===== config.mk =====
export PLATFORM = sky130hd
export DESIGN_NAME = pattern_scan_ctrl_flat
export DESIGN_NICKNAME = d
export VERILOG_FILES = /design/src/rtl/pattern_scan_ctrl_if.sv /design/src/rtl/pattern_scan_ctrl.sv /design/src/flat_wrapper.sv
export SDC_FILE = /design/constraint.sdc
export NUM_CORES = 1
export LEC_CHECK = 0
export BUFFER_PORTS_ARGS = -buffer_cell sky130_fd_sc_hd__buf_2
export CAP_MARGIN = 20
export CORE_MARGIN = 10
export CORE_UTILIZATION = 42
export DETAILED_ROUTE_END_ITERATION = 6
export HOLD_SLACK_MARGIN = 0.02
export SETUP_SLACK_MARGIN = 0.1
export SLEW_MARGIN = 20
export SYNTH_ARGS = -nofsm -noshare
export SYNTH_HDL_FRONTEND = slang
export SYNTH_SLANG_ARGS = --single-unit

===== constraint.sdc =====
create_clock -name clk -period 5.8 [get_ports clk]
set_input_delay 0.58 -clock clk [delete_from_list [all_inputs] [get_ports clk]]
set_output_delay 0.58 -clock clk [all_outputs]
set_load 0.05 [all_outputs]

===== src/rtl/pattern_scan_ctrl_if.sv =====
// Start/done handshake and data-memory port of the pattern-scan sequencer.
// With PATTERN_SCAN_ABORT_EN defined the bundle also carries abort/aborted.
interface pattern_scan_ctrl_if #(
  parameter int unsigned AW = 8
);
  logic          req;
  logic          busy;
  logic          done;
  logic [AW-1:0] mem_addr;
  logic [7:0]    mem_rdata;
  logic          mem_we;
  logic [7:0]    mem_wdata;
`ifdef PATTERN_SCAN_ABORT_EN
  logic          abort;
  logic          aborted;

  modport master (
    input  req, mem_rdata, abort,
    output busy, done, mem_addr, mem_we, mem_wdata, aborted
  );
  modport slave (
    output req, mem_rdata, abort,
    input  busy, done, mem_addr, mem_we, mem_wdata, aborted
  );
`else
  modport master (
    input  req, mem_rdata,
    output busy, done, mem_addr, mem_we, mem_wdata
  );
  modport slave (
    output req, mem_rdata,
    input  busy, done, mem_addr, mem_we, mem_wdata
  );
`endif
endinterface


===== src/rtl/pattern_scan_ctrl.sv =====
// Pattern-count sequencer: loads a 5-bit pattern, scans NBYTES message bytes and writes back
// in-byte, per-byte and cross-byte match counts. Optional abort via PATTERN_SCAN_ABORT_EN.
module pattern_scan_ctrl #(
  parameter int unsigned AW        = 8,
  parameter int unsigned BASE_ADDR = 0,
  parameter int unsigned NBYTES    = 32,
  parameter int unsigned PAT_ADDR  = 32,
  parameter int unsigned RES_ADDR  = 33
) (
  input logic                 clk,
  input logic                 reset,
  pattern_scan_ctrl_if.master bus
);

  localparam int unsigned KW = $clog2(NBYTES);

  typedef enum logic [2:0] {
    StIdle,
    StLdPat,
    StScan,
    StWrB,
    StWrO,
    StWrS,
    StDone
  } state_e;

  state_e        state_q;
  logic [KW-1:0] k_q;
  logic [4:0]    pat_q;
  logic [3:0]    tail_q;
  logic [7:0]    ctb_q, cto_q, cts_q;
  logic          busy_q, done_q, we_q;
  logic [AW-1:0] addr_q;
  logic [7:0]    wdata_q;
`ifdef PATTERN_SCAN_ABORT_EN
  logic          aborted_q;
`endif

  logic [7:0] b;
  logic [2:0] m, x;
  logic [7:0] ctb_n, cto_n, cts_n;
  logic       abort_now;

  // Counts 5-bit windows v[4:0], v[5:1], v[6:2], v[7:3] equal to p.
  function automatic logic [2:0] count_hits(input logic [7:0] v, input logic [4:0] p);
    logic [2:0] n;
    n = '0;
    for (int i = 0; i < 4; i++) begin
      if (v[i +: 5] == p) n = n + 3'd1;
    end
    return n;
  endfunction

  always_comb begin
    b     = bus.mem_rdata;
    m     = count_hits(b, pat_q);
    // Windows straddling the previous byte's low nibble and this byte's high nibble.
    x     = (k_q != '0) ? count_hits({tail_q, b[7:4]}, pat_q) : 3'd0;
    ctb_n = ctb_q + 8'(m);
    cto_n = cto_q + {7'd0, (m != 3'd0)};
    cts_n = cts_q + 8'(m) + 8'(x);
`ifdef PATTERN_SCAN_ABORT_EN
    abort_now = bus.abort;
`else
    abort_now = 1'b0;
`endif
  end

  always_ff @(posedge clk or negedge reset) begin
    if (!reset) begin
      state_q   <= StIdle;
      k_q       <= '0;
      pat_q     <= '0;
      tail_q    <= '0;
      ctb_q     <= '0;
      cto_q     <= '0;
      cts_q     <= '0;
      busy_q    <= 1'b0;
      done_q    <= 1'b0;
      we_q      <= 1'b0;
      addr_q    <= '0;
      wdata_q   <= '0;
`ifdef PATTERN_SCAN_ABORT_EN
      aborted_q <= 1'b0;
`endif
    end else begin
      unique case (state_q)
        StIdle: begin
          if (bus.req) begin
            state_q <= StLdPat;
            busy_q  <= 1'b1;
            addr_q  <= AW'(PAT_ADDR);
          end
        end
        StLdPat, StScan: begin
          if (abort_now) begin
            state_q   <= StDone;
            done_q    <= 1'b1;
            addr_q    <= '0;
`ifdef PATTERN_SCAN_ABORT_EN
            aborted_q <= 1'b1;
`endif
          end else if (state_q == StLdPat) begin
            state_q <= StScan;
            pat_q   <= b[7:3];
            k_q     <= '0;
            tail_q  <= '0;
            ctb_q   <= '0;
            cto_q   <= '0;
            cts_q   <= '0;
            addr_q  <= AW'(BASE_ADDR);
          end else begin
            ctb_q  <= ctb_n;
            cto_q  <= cto_n;
            cts_q  <= cts_n;
            tail_q <= b[3:0];
            k_q    <= k_q + 1'b1;
            if (k_q == KW'(NBYTES - 1)) begin
              state_q <= StWrB;
              we_q    <= 1'b1;
              addr_q  <= AW'(RES_ADDR);
              wdata_q <= ctb_n;
            end else begin
              addr_q <= AW'(BASE_ADDR) + AW'(k_q) + AW'(1);
            end
          end
        end
        StWrB: begin
          state_q <= StWrO;
          addr_q  <= AW'(RES_ADDR + 1);
          wdata_q <= cto_q;
        end
        StWrO: begin
          state_q <= StWrS;
          addr_q  <= AW'(RES_ADDR + 2);
          wdata_q <= cts_q;
        end
        StWrS: begin
          state_q <= StDone;
          we_q    <= 1'b0;
          wdata_q <= '0;
          addr_q  <= '0;
          done_q  <= 1'b1;
        end
        StDone: begin
          state_q   <= StIdle;
          done_q    <= 1'b0;
          busy_q    <= 1'b0;
`ifdef PATTERN_SCAN_ABORT_EN
          aborted_q <= 1'b0;
`endif
        end
        default: begin
          state_q <= StIdle;
          busy_q  <= 1'b0;
          done_q  <= 1'b0;
          we_q    <= 1'b0;
          addr_q  <= '0;
          wdata_q <= '0;
        end
      endcase
    end
  end

  assign bus.busy      = busy_q;
  assign bus.done      = done_q;
  assign bus.mem_we    = we_q;
  assign bus.mem_addr  = addr_q;
  assign bus.mem_wdata = wdata_q;
`ifdef PATTERN_SCAN_ABORT_EN
  assign bus.aborted   = aborted_q;
`endif

endmodule

===== src/flat_wrapper.sv =====
// flat-port wrapper written by rule: the top's interface ports become plain ports
module pattern_scan_ctrl_flat 
#(
  parameter int unsigned AW        = 8,
  parameter int unsigned BASE_ADDR = 0,
  parameter int unsigned NBYTES    = 32,
  parameter int unsigned PAT_ADDR  = 32,
  parameter int unsigned RES_ADDR  = 33
)
  (clk, reset, bus_req, bus_mem_rdata, bus_busy, bus_done, bus_mem_addr, bus_mem_we, bus_mem_wdata);
  pattern_scan_ctrl_if #(.AW(AW)) bus_i ();
  input logic clk;
  input logic reset;
  input wire logic [$bits(bus_i.req)-1:0] bus_req;
  input wire logic [$bits(bus_i.mem_rdata)-1:0] bus_mem_rdata;
  output wire logic [$bits(bus_i.busy)-1:0] bus_busy;
  output wire logic [$bits(bus_i.done)-1:0] bus_done;
  output wire logic [$bits(bus_i.mem_addr)-1:0] bus_mem_addr;
  output wire logic [$bits(bus_i.mem_we)-1:0] bus_mem_we;
  output wire logic [$bits(bus_i.mem_wdata)-1:0] bus_mem_wdata;
  assign bus_i.req = bus_req;
  assign bus_i.mem_rdata = bus_mem_rdata;
  assign bus_busy = bus_i.busy;
  assign bus_done = bus_i.done;
  assign bus_mem_addr = bus_i.mem_addr;
  assign bus_mem_we = bus_i.mem_we;
  assign bus_mem_wdata = bus_i.mem_wdata;
  pattern_scan_ctrl #(.AW(AW), .BASE_ADDR(BASE_ADDR), .NBYTES(NBYTES), .PAT_ADDR(PAT_ADDR), .RES_ADDR(RES_ADDR)) u_core (.clk(clk), .reset(reset), .bus(bus_i));
endmodule

Yosys cells after proc, flatten, opt, wreduce, memory -nomap -nowiden

Index checks and enable logic that the tools add are counted.

Bits in registers: 60

$add $sub $neg: 12
Equal/unequal tests: 19
Muxes and demuxes: 31
Bitwise logic cells: 4
Reduce and logical (&&, ||, !) cells: 14

Operator list:

| kind                                                             | count |
|---|---|
| 8-bit two-way mux                                                | 8 |
| 5-bit == test                                                    | 8 |
| 8-bit case mux with 5 select lines                               | 1 |
| 8-bit case mux with 4 select lines                               | 1 |
| 3-bit two-way mux                                                | 10 |
| 8-bit by 3-bit adder with 8-bit output                           | 3 |
| 3-bit case mux with 5 select lines                               | 1 |
| 3-bit by 1-bit adder with 3-bit output (second input constant)   | 4 |
| 5-bit OR reduction                                               | 2 |
| 3-bit == test (second input constant)                            | 3 |
| 8-bit by 1-bit adder with 8-bit output                           | 1 |
| 2-bit AND reduction                                              | 4 |
| 5-bit by 1-bit adder with 6-bit output (second input constant)   | 1 |
| 3-bit by 2-bit == test with 1-bit output (second input constant) | 2 |
| 1-bit case mux with 2 select lines                               | 3 |
| 3-bit AND reduction                                              | 2 |
| 5-bit by 1-bit adder with 5-bit output (second input constant)   | 1 |
| 5-bit == test (second input constant)                            | 1 |
| 1-bit two-way mux                                                | 5 |
| 5-bit two-way mux                                                | 1 |
| 5-bit nonzero test                                               | 1 |
| 1-bit by 1-bit adder with 2-bit output (second input constant)   | 2 |
| 4-bit two-way mux                                                | 1 |
| 2-bit inequality test (second input constant)                    | 2 |
| other kinds (8)                                                  | 12 |

Longest topological paths before layout

Gate-level depths: netlist (run 1).

Word-level depth: 12
Depth in mapped cells: 19

Worst setup path before layout (run 1)

Ideal clock, no wire load.

Kind: in2reg
Start point: input port bus_mem_rdata[7]
End point: register u_core.cts_q[7]
Setup time: 0.079 ns
Data arrival time: 3.961 ns
Path slack: 1.759 ns
Stages: 18
Path buffers: 1
Cell sequence: buf_2 xor2_1 nor2_1 and4_1 ha_1 o21a_1 or2_2 ha_1 nand2b_1 o211ai_1 fa_1 inv_1 ha_1 fa_1 a21oi_1 nor3b_2 nand3_1 mux2i_1

Word-level cells in the longest chain between the ends: 11

RTL lines:

| what                                       | line                     | RTL |
|---|---|---|
| start, declared                            | flat_wrapper.sv:15       | `input wire logic [$bits(bus_i.mem_rdata)-1:0] bus_mem_rdata;` |
| 5-bit == test                              | pattern_scan_ctrl.sv:49  | `if (v[i +: 5] == p) n = n + 3'd1;` |
| 1-bit two-way mux                          | pattern_scan_ctrl.sv:49  |  |
| 1-bit by 1-bit adder with 2-bit output     | pattern_scan_ctrl.sv:49  |  |
| 3-bit two-way mux                          | pattern_scan_ctrl.sv:49  |  |
| 3-bit by 1-bit adder with 3-bit output     | pattern_scan_ctrl.sv:49  |  |
| 3-bit two-way mux                          | pattern_scan_ctrl.sv:49  |  |
| 3-bit by 1-bit adder with 3-bit output     | pattern_scan_ctrl.sv:49  |  |
| 3-bit two-way mux                          | pattern_scan_ctrl.sv:49  |  |
| 3-bit two-way mux                          | pattern_scan_ctrl.sv:58  | `x = (k_q != '0) ? count_hits({tail_q, b[7:4]}, pat_q) : 3'd0;` |
| 8-bit by 3-bit adder with 8-bit output (*) | pattern_scan_ctrl.sv:61  | `cts_n = cts_q + 8'(m) + 8'(x);` |
| 8-bit two-way mux (*)                      | pattern_scan_ctrl.sv:103 | `end else if (state_q == StLdPat) begin` |
| end signal, assigned                       | pattern_scan_ctrl.sv:115 | `cts_q <= cts_n;` |
| end, declared                              | pattern_scan_ctrl.sv:31  | `logic [7:0] ctb_q, cto_q, cts_q;` |

Mark *: on every way between the ends. The rest lies on a longest branch, timed or not.
A chain may end at the register's enable or synchronous reset.

Final worst setup path (run 1)

Start point: register u_core.pat_q[3]
End point: register u_core.cts_q[7]

Word-level cells in the longest chain between the ends: 11

RTL lines:

| what                                                                               | line                                             | RTL |
|---|---|---|
| start, declared                                                                    | pattern_scan_ctrl.sv:29                          | `logic [4:0] pat_q;` |
| start signal, assigned                                                             | pattern_scan_ctrl.sv:105                         | `pat_q <= b[7:3];` |
| 5-bit == test                                                                      | pattern_scan_ctrl.sv:49                          |  |
| 1-bit two-way mux                                                                  | pattern_scan_ctrl.sv:49                          |  |
| 1-bit by 1-bit adder with 2-bit output                                             | pattern_scan_ctrl.sv:49                          |  |
| 3-bit two-way mux                                                                  | pattern_scan_ctrl.sv:49                          |  |
| 3-bit by 1-bit adder with 3-bit output                                             | pattern_scan_ctrl.sv:49                          |  |
| 3-bit two-way mux                                                                  | pattern_scan_ctrl.sv:49                          |  |
| 3-bit by 1-bit adder with 3-bit output                                             | pattern_scan_ctrl.sv:49                          |  |
| 3-bit two-way mux                                                                  | pattern_scan_ctrl.sv:49                          |  |
| 8-bit by 3-bit adder with 8-bit output / 3-bit two-way mux (equally long branches) | pattern_scan_ctrl.sv:61, pattern_scan_ctrl.sv:58 |  |
| 8-bit by 3-bit adder with 8-bit output (*)                                         | pattern_scan_ctrl.sv:61                          |  |
| 8-bit two-way mux (*)                                                              | pattern_scan_ctrl.sv:103                         |  |

Marked as above.

==> flow_results.org, run 1 <==
** Run status
- The run finished with clean final reports.

** GRT
- Overall global routing resource usage :: around 15%
- The initial antenna violation count is 0.
- Largest net degree at the start of global routing :: between 50 and 60
- The first global-routing pass estimated approximately 16000 µm of wire.
- Global routing finished with a remaining overflow of 0.
- The via count of the first global-routing pass is 3092.

** Place
- RD Place Congestion :: 0.852
- Including well taps, the total number of placed cells is between 500 and 600.
- Once detailed placement completed, the half-perimeter wirelength came to 6570 µm.
- During placement, the flow inserted port buffers numbering 27.

** Route
- Final wirelength :: 9240 µm
- Via count normalized by instance count :: around 5.6
- Vias :: about 3100
- The first detailed-routing pass took 4 iterations.
- For this run, design rule violations remaining after detail routing come to 0.
- Iter 0 DRT Violations :: around 210
- The count of nets left with antenna violations once routing finished came out at 0.
- Dividing the detail-routed wire length by the instance count gives between 15 and 20 µm.

** Clock network
- Clock insertion delay at the later pin of the skew report :: around 340 ps
- Number of H-tree branching levels :: 3
- Count of buffers added by post-CTS timing repair for setup :: 0
- TritonCTS built the clock tree.
- Total CTS buffers :: 9
- After clock tree synthesis, the flow added hold-fix buffers numbering 0.
- Clk sink count :: 58
- After clock tree synthesis, the repair step resized 0 gates.
- Maximum count of clock buffers along a single path :: 2
- CTS placed an instance of clkbuf_8 at the clock tree root.
- After clock tree synthesis, the clock-pin slew on the worst setup and hold paths is around 70 ps.

** Logic synthesis
- Portion of synthesized cell area occupied by the leading cell type :: 36.7%
- A synthesized cell averages ~9.4 µm².
- Synthesis produced a netlist whose cell count is around 420.
- Mapped Area :: 3950 µm²
- In the post-synthesis netlist, the biggest area contributors are dfrtp_1, xnor2_1, ha_1.
- EDFF count, synth :: 0
- FF+latch count, synth :: 58
- The synthesized netlist contains 62 unique library cells.
- FFs w/ async S/R, synth :: 100%
- Synth warn :: 0
- Of the synthesized area, sequential elements account for between 30% and 40%.
- Cell taking the most area after synthesis :: dfrtp_1
- For this run, the leading register cell type out of synthesis is dfrtp_1.

** Worst setup path
- STA puts the critical path data required time at between 6000 and 7000 ps.
- STA classifies the critical path startpoint as a flop.
- Worst Setup End Kind :: flop
- Critical path type :: flop to flop
- Measured in cells, the most critical reg-to-reg path has a length of 17.
- Of all nets on the critical path, the largest fanout is 9.
- Arrival time of the worst setup path :: around 4400 ps

** Floorplanning
- Y dimension of the die :: 117 µm
- The die covers about 14000 µm².
- 30 I/O pins were placed.
- Site Rows :: 35
- Once the floorplan was initialized, standard cells occupied 43.0% of the core.
- Core Region :: 9200 µm²
- Die width :: 117 µm

** STA
- Unrepaired setup endpoints after global routing :: false
- Tightest Pin Transition :: about 910 ps
- For the finished layout, the period the worst path requires is a little over 4000 ps.
- Summed over all failing endpoints, the final setup total negative slack is 0 ps.
- The max-slew violation count is 0.
- Setup violations, final :: 0
- Headroom to the max-slew limit came out at just under 40%.
- Clock Skew :: approximately 11 ps
- The total count of hold-check failures in the final report came to 0.
- Maximum frequency from static timing analysis :: between 0.2 and 0.25 GHz
- The final critical path takes up a little under three quarters of the cycle.

** Power and ir drop
- Dividing total power by cell area gives a power density of between 400 and 500 nW/µm².
- Leak Pwr :: around 2.0 nW
- Worst IR drop on VDD :: approximately 180 µV

** Final layout
- The number of antenna diodes in the final layout is 0.
- Leaving out filler cells and counting taps, the final layout contains between 500 and 600.
- Cells with a size suffix above 1 make up between 10% and 20% of the layout.
- Nets :: between 400 and 500
- Compared with the post-synthesis result, the final layout area differs by 8.29%.

** Flow run
- Max-cap violations in this run came to 0.

** Hold path
- In this run the worst hold path is classified as input pin to asynchronous set/reset pin.
## metrics by stage
step / hold WS [ps] / setup slack [ps] / utilization [%] / power (mW) / area, µm²
floorplan: 284 / 1760 / - / 1.47 / 3960
global placement: 473 / 1600 / 44.1 / 1.64 / 4060
detailed placement: 479 / 1530 / 44.1 / 1.66 / 4060
CTS: 426 / 1640 / 46.5 / 2.09 / 4280
global route: 468 / 1320 / 46.6 / 2.24 / 4280
finish: 371 / 1650 / 46.6 / 2.07 / 4280
## synthesized netlist by cell type (12+ instances only)
cell type   n
nand3_1    12
ha_1       17
xor2_1     18
a21oi_1    18
dfrtp_1    58
xnor2_1    35
inv_1      18
buf_2      12
nand2_1    45
a22o_1     17
nor2_1     20
o21ai_0    30
## layout make-up
type                    count  area [µm²]
flip-flops and latches     58        1450
well taps                 111         139
fillers                   890        4910
clock inverters             5        78.8
multi-input cells         318        2250
inverters                  19        71.3
clock buffers              10         138
repair buffers             29         150
## where the power goes
part | switching [mW] | internal (mW) | leakage [nW] | total [mW]
sequential | 0.201 | 0.503 | 0.771 | 0.704
clock | 0.172 | 0.250 | 0.112 | 0.422
combinational | 0.583 | 0.365 | 1.12 | 0.948
## metal layers
layer | track usage, % | wire [µm] | vias to the layer above | part of all wire (%)
met5 | 0 | 0 | - | 0
met4 | 5.68 | 192 | 0 | 2.1
met3 | 2.70 | 346 | 15 | 3.7
met2 | 23.3 | 4320 | 51 | 47
met1 | 19.0 | 4370 | 1509 | 47
li1 | - | - | 1517 | -
## placed cells by master (no fill, tap or decap), types with 12 or more instances in the layout
master,Yosys,routed
a22o_1,17,17
nand3_1,12,12
inv_1,18,18
nor2_1,20,20
ha_1,17,17
nand2_1,45,45
a21oi_1,18,18
o21ai_0,30,30
dfrtp_1,58,58
buf_2,12,27
xor2_1,18,18
xnor2_1,35,35
## kinds of logic after synthesis
family	after synthesis	share of synthesized area [%]
multiplexers	5	1.27
other	1	0.0948
AO/OA/AOI/OAI	113	19.4
AND/OR/NAND/NOR	123	16.3
flip-flops	58	36.7
XOR/XNOR	53	11.7
buffers and inverters	46	6.52
adder cells (fa/ha/maj)	22	7.91
## worst max-delay path, stage by stage (launching register included)
cell	delay [ps]
dfrtp_1	630
xor2_1	180
nor2_1	60
and4_1	190
ha_1	330
o21a_1	130
or2_2	300
ha_1	260
nand2b_1	90
o211ai_1	110
fa_1	560
inv_1	40
ha_1	220
fa_1	400
a21oi_1	200
nor3b_2	80
nand3_1	130
mux2i_1	170
## registers in the layout, indices dropped and copies added, names as in the netlist
| signal | cells |
|---|---|
| u_core.bus.mem_wdata | 8 |
| u_core.ctb_q | 8 |
| u_core.cto_q | 8 |
| u_core.cts_q | 8 |
| u_core.bus.mem_addr | 6 |
| u_core.k_q | 5 |
| u_core.pat_q | 5 |
| u_core.tail_q | 4 |
| u_core.state_q | 3 |
| u_core.bus.busy | 1 |
| u_core.bus.done | 1 |
| u_core.bus.mem_we | 1 |
## final timing paths
check | slack [ps] | from | endpoint
min in group clk | 490 | u_core.bus.mem_addr[4]$_DFFE_PN0P_ | u_core.bus.mem_addr[4]$_DFFE_PN0P_
min | 370 | reset | u_core.bus.mem_addr[4]$_DFFE_PN0P_
max reg2reg | 1650 | u_core.pat_q[3]$_DFFE_PN0P_ | u_core.cts_q[7]$_DFFE_PN0N_
min reg2reg | 490 | u_core.bus.mem_addr[4]$_DFFE_PN0P_ | u_core.bus.mem_addr[4]$_DFFE_PN0P_
max | 1650 | u_core.pat_q[3]$_DFFE_PN0P_ | u_core.cts_q[7]$_DFFE_PN0N_
max in group asynchronous | 4890 | reset | u_core.tail_q[2]$_DFFE_PN0N_
(Power assumes the default switching activity.)
==> inputs of run 2 (changes only) <==
--- a/config.mk
+++ b/config.mk
@@ -5,6 +5,7 @@
 export SDC_FILE = /design/constraint.sdc
 export NUM_CORES = 1
 export LEC_CHECK = 0
+export ABC_AREA = 1
 export BUFFER_PORTS_ARGS = -buffer_cell sky130_fd_sc_hd__buf_2
 export CAP_MARGIN = 20
 export CORE_MARGIN = 10
==> constraint.sdc (replaced) <==
create_clock -name clk -period 4.3 [get_ports clk]
set_input_delay 0.43 -clock clk [delete_from_list [all_inputs] [get_ports clk]]
set_output_delay 0.43 -clock clk [all_outputs]
set_load 0.05 [all_outputs]
==> run 2 against run 1 <==
Compared with the run above:
- highest routed layer unchanged
- clock-buffer cell count grew 1
- area after synthesis increased by 1.1%
- critical path type unchanged
- clock skew decreased by 3.0 ps
- largest power group unchanged
- die area increased by 0.89%
- wire length is 0.74% higher
- sequential share of layout area shrank 0.91 points
- first-iteration DRC count is 19% lower
- maximum frequency rose by 5.8%
- setup slack got worse by 1300 ps
- critical endpoint unchanged
- global-route usage shrank 1.1 points
- non-clock buffer count increased by 8
==> flow_results.org, run 2 <==
** STA
- The total count of hold-check failures in the final report is 0 (unchanged).
- Setup repair after global routing left no endpoint under its margin.
- The number of endpoints failing setup at the final stage was 0 (unchanged).
- Setup TNS :: 0 ps (unchanged)
- The achievable clock frequency is 0.255 GHz (+5.8%).
- The largest clock skew in the final design is 8.17 ps (-2.97 ps).
- Worst Slack Setup Final :: 373 ps (-1270 ps)
- Tightest Pin Transition :: 624 ps (-285 ps)
- Final cycle utilization of the critical path :: 91.3% (+20 points)
- Relative slew slack :: 58.4% (+19 points)
- Pins over their slew limit :: 0 (unchanged)
- The shortest period the worst path allows was 3930 ps (-228 ps).

** Logic synthesis
- Post-synthesis sequential area ratio :: 36.3% (-0.39 points)
- The synthesis-stage register bit count was 58 (unchanged).
- The fraction of synthesized cell area taken by the top area cell type was 36.3% (-0.39 points).
- Main area contributors after synthesis :: dfrtp_1, nand2_1, inv_1
- Mapped Area :: 4000 µm² (+1.1%)
- Synth warn :: 0 (unchanged)
- Cell types with the highest counts after synthesis :: nand2_1, inv_1, dfrtp_1
- Most common cell in the netlist :: nand2_1
- The number of library cell types mapped by synthesis is 45 (-27%).
- Ys flop type :: dfrtp_1
- The share of synthesized registers carrying an async set or reset is 100% (unchanged).
- The synthesized instance count was 530 (+26%).
- EDFF count, synth :: 0 (unchanged)
- The average size of a mapped cell came to 7.54 µm² (-20%).
- Cell taking the most area after synthesis :: dfrtp_1

** Final layout
- The share of post-route cells with drive strength above 1 is 16.9% (+2.3 points).
- The area growth from synthesis to layout is 10.6%.
- Leading cell types in the layout, fill and taps excluded :: nand2_1, inv_1, dfrtp_1
- Nets :: 590 (+26%)
- The count of inserted antenna diode cells came to 0 (unchanged).
- The library cell used most frequently in the layout, excluding fill and tap cells, is nand2_1.

** Worst setup path
- The minimum setup slack among reg-to-reg paths came to 370 ps (-1270 ps).
- CP Data Required Time :: 4530 ps (-1540 ps)
- Arrival time of the worst setup path :: 4150 ps (-270 ps)
- The signal on the critical path passes through xnor2_1 > nand2_1 > nor3_1 > and3_1 > ha_1 > inv_1 > nand2_1 > nand2_1 > inv_1 > ha_1 > o21ai_0 > o21bai_2 > fa_1 > inv_1 > ha_1 > fa_1 > nand2_1 > nand2_1 > nand2_1 > inv_1 > nand4_1 > o21ai_0 > o21ai_0 > inv_1.
- Buffering stage count on the worst path with inverters included :: 5 (+4)
- Largest delay share family, worst path :: adder cells
- The worst reg2reg path depth was 24 (+7).
- Capture point of the worst reg-to-reg path :: u_core.cts_q[7]$_DFFE_PN0N_
- Most common cell type on the critical path :: nand2_1
- Reg2reg start :: u_core.pat_q[1]$_DFFE_PN0P_
- The worst setup path is captured at a flop.
- Largest incremental delay on the critical path :: 530 ps (-100 ps)
- STA classifies the critical path startpoint as a flop.
- Tracing the worst setup path back leads to its startpoint at u_core.pat_q[1]$_DFFE_PN0P_.
- The critical path is of the flop to flop type.
- For this design, the slowest cell found on the critical path is fa_1.
- Critical Path Fanout Max :: 6 (-3)

** Route
- The total number of vias was 3394 (+9.8%).
- The number of antenna-violating nets in the routed design was 0 (unchanged).
- Routed WL per cell :: 13.5 µm (-20%)
- The DRC marker count from the first detailed-route iteration is 172 (-19%).
- The routed wire length is 9300 µm (+0.74%).
- Remaining DRCs :: 0 (unchanged)
- The first-pass iteration count of the detailed router was 4 (unchanged).
- Via count normalized by instance count :: 4.91 (-13%)

** Clock network
- Number of H-tree branching levels :: 3 (unchanged)
- Clk sink count :: 58 (unchanged)
- The clock transition at the register clock pins on the worst setup and hold paths after CTS was 70 ps (about the same).
- Cell at the root of the clock tree :: clkbuf_8
- TritonCTS built the clock tree.
- The clock latency at the later pin of the worst-skew pair was 340 ps (about the same).
- The total CTS buffers was 9 (unchanged).
- The number of buffers on the longest clock path is 2 (unchanged).

** GRT
- Vias in the first global route :: 3379 (+9.3%)
- The total overflow reported by the global router was 0 (unchanged).
- The maximum number of pins on one net before global-route repair is 33 (-44%).
- The wire length of the first global-routing pass is 15800 µm (-0.13%).
- The initial antenna violation count was 0 (unchanged).
- The global routing usage summed across all routing layers came to 13.4% (-1.1 points).

** Power and ir drop
- The proportion of power drawn by flip-flops and latches came to 30.7% (-3.2 points).
- Worst IR drop on VDD :: 336 µV (+83%)
- Relative contribution of combinational cells to total power :: 50.3% (+4.6 points)
- Switching part of the total :: 48.1% (+2.0 points)
- Leak Pwr :: 2.34 nW (+17%)
- Clock group share of total power :: 19.0% (-1.3 points)
- Switching power of the nets :: 1.30 mW (+36%)
- Power density normalized to cell area :: 613 nW/µm² (+27%)
- The internal power was 1.41 mW (+26%).

** Place
- The worst slack at placement is 238 ps (-1290 ps).
- Detail Placement HPWL :: 6890 µm (+4.9%)
- IO buf count :: 27 (unchanged)
- The weighted congestion at the end of routability-driven global placement was 0.822 (-3.6%).

** Floorplanning
- Die width :: 118 µm (+0.44%)
- Site Rows :: 35 (unchanged)
- The die area came to 13800 µm² (+0.89%).
- Core Region :: 9240 µm² (+0.48%)
- The die span in y came to 118 µm (+0.44%).
- Effective utilization at floorplan :: 43.2% (+0.26 points)
- The I/O pin count is 30 (unchanged).

** Flow run
- The number of maximum-capacitance violations was 0 (unchanged).

** Run status
- The flow ran to the end, and the final reports show no timing, DRC or antenna violations.

** Hold path
- Class of the tightest hold or removal check :: input pin to asynchronous set/reset pin
[run 2: cell count changes after synthesis, moves of 13 or more]
cell     change
a22o_1      -16
nand3_1     +16
o22ai_1     +13
nand2_1     +89
nor2_1      +16
xnor2_1     -22
inv_1       +53
[run 2: worst register-to-register path, delay by kind of cell, from the launching register on]
family                     cells  cell delay [ps]
AOI/OAI and AO/OA              4              460
DFF                            1              460
adders and majority gates      5             1680
and+or+nand+nor                9              800
buffers and inverters          5              250
xor gates and xnor gates       1              160
[run 2: final cells by class]
cell class | count | area [µm²]
timing repair buffer | 37 | 205
sequential | 58 | 1460
clock buffer | 11 | 151
inverter | 84 | 323
tap | 129 | 161
fill | 929 | 4820
clock inverter | 5 | 52.6
multi-input combinational | 367 | 2070
[run 2: logic make-up after synthesis]
logic type / share of synthesized area, %
compound gates: 12.3
xor+xnor: 5.23
fa+ha+maj: 7.83
buf+inv: 12.1
flops: 36.3
other cells: 0.0938
simple gates: 26.1
[run 2: metal layers]
layer  wire, µm  track usage, %  vias up  share of wire (%)
met3        296            2.97        8                3.2
met2       4380            22.4       53                 47
met4         74            3.79        0               0.80
met5          0               0        -                  0
met1       4550            16.9     1600                 49
li1           -               -     1733                  -
[run 2: power by group through the flow]
stage	Combinational, mW	Sequential [mW]	Clock, mW
global placement	1.28	0.849	0
detailed placement	1.30	0.854	0
global route	1.53	0.852	0.555
finish	1.36	0.831	0.514
floorplan	1.02	0.875	0
CTS	1.30	0.845	0.525
[run 2: repair_timing]
item | CTS | global route
setup buffers | 0 | 8
endpoints found under the hold margin | 0 | 0
gates resized for setup | 0 | 6
hold buffers | 0 | 0
endpoints found under the setup margin | 0 | 2
[run 2: how the worst max path moves through the flow]
| stage | cells past startpoint | end |
|---|---|---|
| global route | 24 | u_core.cts_q[7]$_DFFE_PN0N_ |
| finish | 24 | u_core.cts_q[7]$_DFFE_PN0N_ |
| CTS | 23 | u_core.cts_q[7]$_DFFE_PN0N_ |
| global placement | 23 | u_core.cts_q[7]$_DFFE_PN0N_ |
| floorplan | 25 | u_core.cts_q[7]$_DFFE_PN0N_ |
| detailed placement | 22 | u_core.cts_q[7]$_DFFE_PN0N_ |
[run 2: through the flow]
stage / power [mW] / cell area (µm²) / hold WS [ps] / cells / util, %
after floorplan: 1.89 / 4000 / 134 / 531 / -
after global placement: 2.13 / 4150 / 461 / 667 / 44.9
after detailed placement: 2.15 / 4150 / 462 / 667 / 44.9
after CTS: 2.67 / 4350 / 117 / 683 / 47.1
after global routing: 2.94 / 4420 / 139 / 691 / 47.8
final: 2.71 / 4420 / 104 / 691 / 47.8
